### src/rtl/pwm_multi.sv
// Multi-channel frame-synchronous PWM generator with double-buffered duty
// registers, arm gating and a write-activity watchdog that forces outputs low.
`timescale 1ns/1ps
module pwm_multi #(
  parameter int          NUM_CH         = 4,
  parameter int          CNT_W          = 16,
  parameter int          PRESCALE       = 50,
  parameter int          FRAME_TICKS    = 20000,
  parameter int unsigned MIN_PULSE      = 32'h0000_098C,
  parameter int          TIMEOUT_FRAMES = 10,
  localparam int         CH_W           = (NUM_CH > 1) ? $clog2(NUM_CH) : 1
) (
  input  logic              clk,
  input  logic              resetn,
  input  logic              arm,
  input  logic [NUM_CH-1:0] ch_en,
  input  logic              duty_wr,
  input  logic [CH_W-1:0]   duty_ch,
  input  logic [CNT_W-1:0]  duty_data,
  output logic [NUM_CH-1:0] pwm_out,
  output logic              frame_start,
  output logic              failsafe
);

  localparam int PS_W = (PRESCALE > 1) ? $clog2(PRESCALE) : 1;
  localparam int WD_W = ($clog2(TIMEOUT_FRAMES + 1) > 0) ? $clog2(TIMEOUT_FRAMES + 1) : 1;

  localparam logic [PS_W-1:0]  PS_LAST    = PS_W'(PRESCALE - 1);
  localparam logic [CNT_W-1:0] FR_LAST    = CNT_W'(FRAME_TICKS - 1);
  localparam logic [WD_W-1:0]  WD_MAX     = WD_W'(TIMEOUT_FRAMES);
  localparam logic [WD_W-1:0]  WD_PRE     = WD_W'(TIMEOUT_FRAMES - 1);
  localparam logic [CNT_W:0]   MIN_EXT    = (CNT_W + 1)'(MIN_PULSE);
  localparam logic [CH_W:0]    NUM_CH_EXT = (CH_W + 1)'(NUM_CH);

  logic                           arm_d_q;
  logic [PS_W-1:0]                presc_q, presc_d;
  logic [CNT_W-1:0]               frame_cnt_q, frame_cnt_d;
  logic [NUM_CH-1:0][CNT_W-1:0]   staging_q, staging_d;
  logic [NUM_CH-1:0][CNT_W-1:0]   active_q, active_d;
  logic [NUM_CH-1:0]              en_active_q, en_active_d;
  logic [WD_W-1:0]                wd_q, wd_d;
  logic [NUM_CH-1:0]              pwm_q, pwm_d;
  logic                           frame_start_q, frame_start_d;
  logic                           failsafe_q, failsafe_d;

  logic           run, tick, wrap, load, valid_wr, expire;
  logic [CNT_W:0] lim;

  // The arm-rise load cycle is treated like the disarmed state (timing held
  // at 0, outputs low) so every frame, first or not, starts identically.
  always_comb begin
    run      = arm && arm_d_q;
    tick     = run && (presc_q == PS_LAST);
    wrap     = tick && (frame_cnt_q == FR_LAST);
    load     = (arm && !arm_d_q) || wrap;
    valid_wr = duty_wr && ({1'b0, duty_ch} < NUM_CH_EXT);
    expire   = (TIMEOUT_FRAMES != 0) && wrap && !valid_wr && (wd_q == WD_PRE);
  end

  always_comb begin
    presc_d       = '0;
    frame_cnt_d   = '0;
    if (run) begin
      presc_d     = tick ? '0 : presc_q + 1'b1;
      frame_cnt_d = frame_cnt_q;
      if (tick) frame_cnt_d = wrap ? '0 : frame_cnt_q + 1'b1;
    end

    wd_d = wd_q;
    if (valid_wr)                  wd_d = '0;
    else if (wrap && wd_q != WD_MAX) wd_d = wd_q + 1'b1;

    failsafe_d = failsafe_q;
    if (valid_wr)    failsafe_d = 1'b0;
    else if (expire) failsafe_d = 1'b1;

    staging_d = staging_q;
    if (expire)        staging_d = '0;
    else if (valid_wr) staging_d[duty_ch] = duty_data;

    // An expiring wrap loads the just-cleared staging, so outputs stay low
    // after a recovery write until the following load.
    active_d    = active_q;
    en_active_d = en_active_q;
    if (load) begin
      active_d    = expire ? '0 : staging_q;
      en_active_d = ch_en;
    end

    frame_start_d = load;

    pwm_d = '0;
    lim   = '0;
    for (int unsigned i = 0; i < NUM_CH; i++) begin
      lim      = {1'b0, active_q[i]} + MIN_EXT;
      pwm_d[i] = run && !failsafe_q && en_active_q[i] && (active_q[i] != '0) &&
                 ({1'b0, frame_cnt_q} < lim);
    end
  end

  always_ff @(posedge clk or negedge resetn) begin
    if (!resetn) begin
      arm_d_q       <= 1'b0;
      presc_q       <= '0;
      frame_cnt_q   <= '0;
      staging_q     <= '0;
      active_q      <= '0;
      en_active_q   <= '0;
      wd_q          <= '0;
      pwm_q         <= '0;
      frame_start_q <= 1'b0;
      failsafe_q    <= 1'b0;
    end else begin
      arm_d_q       <= arm;
      presc_q       <= presc_d;
      frame_cnt_q   <= frame_cnt_d;
      staging_q     <= staging_d;
      active_q      <= active_d;
      en_active_q   <= en_active_d;
      wd_q          <= wd_d;
      pwm_q         <= pwm_d;
      frame_start_q <= frame_start_d;
      failsafe_q    <= failsafe_d;
    end
  end

  assign pwm_out     = pwm_q;
  assign frame_start = frame_start_q;
  assign failsafe    = failsafe_q;

endmodule

### config.mk
export PLATFORM = sky130hd
export DESIGN_NAME = pwm_multi
export DESIGN_NICKNAME = d
export VERILOG_FILES = /design/src/rtl/pwm_multi.sv
export SDC_FILE = /design/constraint.sdc
export NUM_CORES = 1
export LEC_CHECK = 0
export BUFFER_PORTS_ARGS = -buffer_cell sky130_fd_sc_hd__buf_2
export CAP_MARGIN = 0
export CELL_PAD_IN_SITES_DETAIL_PLACEMENT = 1
export CELL_PAD_IN_SITES_GLOBAL_PLACEMENT = 2
export CORE_MARGIN = 4
export CORE_UTILIZATION = 45
export CTS_BUF_LIST = sky130_fd_sc_hd__clkbuf_8
export DETAILED_ROUTE_END_ITERATION = 6
export GPL_TIMING_DRIVEN = 0
export PLACE_DENSITY_LB_ADDON = 0.12
export SETUP_SLACK_MARGIN = 0.15
export SYNTH_ARGS = -nofsm -noshare
export SYNTH_HDL_FRONTEND = slang
export SYNTH_SLANG_ARGS = --single-unit
### constraint.sdc
create_clock -name clk -period 5.9 [get_ports clk]
set_input_delay 0.885 -clock clk [delete_from_list [all_inputs] [get_ports clk]]
set_output_delay 0.885 -clock clk [all_outputs]
set_load 0.05 [all_outputs]
==> out/qor.csv <==
metric,value,unit
gr ovfl total,0,
clk slew on worst S/H paths,100,ps
chip width,152,um
Power Total,3010,uW
Leak,0.00510,uW
via count,7327,
crit-path max cell delay,430,ps
post-synthesis async set-or-reset flop share,100,%
Resized cells post-CTS,0,
Die ar.,0.0230,mm^2
DRC Markers,0,
P&R area growth vs syn,10.0,%
Buffers on Ports,30,
Worst-Margin Slew,746,ps
critical path required time,6260,ps
synthesized area per cell,9.37,um^2
"Setup violations, final",0,
Post-DRT Antenna Nets,0,
Routed wire per std cell,20.3,um
clock latency at the later pin of the worst-skew pair,480,ps
top post-synthesis cells by area,"dfrtp_1 (44%), ha_1 (10%), mux2i_1 (7.1%)",
first-pass GRT wire length,43000,um
initial antenna violation count,0,
final estimated routing congestion in global placement,0.792,
CP bufs+invs,1,
max-cap viol count,0,
skew final,17.6,ps
DP HPWL,20400,um
largest area contributor in the netlist,dfrtp_1,
WL final,26900,um
gate count of the mapped netlist,992,
DR vias/cell,5.53,
WP data arrival,3340,ps
Sink Count,165,
YS warnings,0,
share of layout cells above drive strength 1,10.4,%
synthesized area,0.00929,mm^2
Mapped Nets,1092,
Netlist cell types,54,
most common cell in the netlist,dfrtp_1,
R2R setup slack,2920,ps
vias in the first global route,7399,
Finished Layout Cells,1326,
GR Util All Layers,24.8,%
status,completed,
Starting DRT DRC Count,359,
crit start category,register,
Root Buffer,clkbuf_8,
crit path max fanout,4,
drt pass-1 iters,4,
sequential-to-total area share from yosys stat,44.4,%
Max Slew Vio Count,0,
VDD IR max,0.162,mV
top cell family by delay on the critical path,compound AO/OA/AOI/OAI gates,
placed cell count,1293,
Total Nets Final,1142,
Site Rows,52,
worst-path cell chain,inv_1 > ha_1 > and4b_1 > nand2b_1 > a31o_2 > xnor2_1 > ha_1 > nand2_1 > o21ai_0 > a2111oi_0 > a211o_1 > a211o_1,
Worst setup EP type,register,
clock buffer depth,2,
final worst slack,2920,ps
Post-Place Worst Slack,2940,ps
Initial Utilization,45.8,%
Die Span Y,152,um
Worst slew margin,50.1,%
"Hold-fix buffers, CTS",0,
setup_tns,0,ps
Setup CP Type,register to register,
Final Cycle Share,50.5,%
min Tclk post-route,2980,ps
Critical-path top delay cell,dfrtp_1,
RSZ-0062 raised after global routing,false,
post-synthesis register bit count,165,
I/O pins,32,
final hold violation count,0,
top cell type's share of synthesized area,44.4,%
maximum operating frequency,0.335,GHz
setup repair bufs after CTS,0,
Post-synth EDFFs,0,
Core Box Area,0.0203,mm^2
Synth top cells by count,"dfrtp_1 (165), nand2_1 (153), nor2_1 (104), nand3_1 (95), ha_1 (74)",
largest net degree at the start of global routing,95,
Main synth FF type,dfrtp_1,
worst hold path class,input port to asynchronous set/reset pin,
Num CTS Buffers,17,
CTS tree,built,
H-tree depth,4,
PD cells,294,mW/mm^2
==> power breakdown <==
part / switching, uW / total, uW / internal, uW
registers: 192 / 1500 / 1310
clock network: 514 / 831 / 317
logic: 394 / 677 / 283
total: 1100 / 3010 / 1910
==> layout by cell type, fill, tap and decap left out, types with 5 or more instances in the layout <==
master / count
clkbuf_1: 9
ha_1: 74
a21o_1: 8
clkinv_8: 5
nor4_1: 10
o21ai_0: 48
clkbuf_8: 17
a21oi_1: 33
o2111ai_1: 6
a211oi_1: 6
buf_2: 62
nand3_1: 95
mux2i_1: 66
nand4_1: 18
nand2_1: 153
nor3_1: 9
dfrtp_1: 165
and3_1: 7
a31oi_1: 5
xnor2_1: 22
nor2_1: 104
inv_1: 24
nor3b_1: 5
xor2_1: 31
==> worst paths after layout <==
| check | from | end | cells past startpoint |
|---|---|---|---|
| setup / recovery | active_q[50] | pwm_out[3] | 12 |
| setup reg to reg | active_q[50] | pwm_out[3] | 12 |
| min in group clk | en_active_q[1] | en_active_q[1] | 2 |
| hold / removal | resetn | presc_q[3] | 1 |
| max in group asynchronous | resetn | staging_q[40] | 2 |
| hold reg to reg | en_active_q[1] | en_active_q[1] | 2 |
==> per-stage QoR <==
step	utilization (%)	cell area, um^2	hold WS, ps
after global routing	50.3	10200	381
final	50.4	10200	345
after floorplan	-	9290	438
after detailed placement	48.4	9820	467
after global placement	48.2	9780	458
after CTS	50.3	10200	365
==> layer usage <==
| metal | part of all wire (%) | global-route usage (%) |
|---|---|---|
| met4 | 2.0 | 6.47 |
| met5 | 0 | 0 |
| met1 | 50 | 36.5 |
| met3 | 3.3 | 3.51 |
| met2 | 45 | 38.6 |
==> flip-flops by register name (all words and copies together), names as in the netlist <==
name / flops
active_q: 64
staging_q: 64
frame_cnt_q: 16
presc_q: 6
en_active_q: 4
pwm_out: 4
wd_q: 4
arm_d_q: 1
failsafe: 1
frame_start: 1
==> logic make-up after synthesis <==
logic type      share of synthesized area, %
simple gates                            22.0
flops                                   44.4
compound gates                          8.22
fa+ha+maj                               9.97
buf+inv                                 3.26
mux                                     7.11
xor+xnor                                5.00
==> layout make-up <==
type / count / area [um^2]
buffer: 45 / 213
timing repair buffer: 31 / 188
tap: 270 / 338
antenna: 1 / 2.50
sequential: 165 / 4130
clock buffer: 17 / 234
multi-input combinational: 758 / 4860
clock inverter: 15 / 169
fill: 2378 / 10100
inverter: 24 / 90.1
Note: power is estimated with default switching activity, not from simulation.
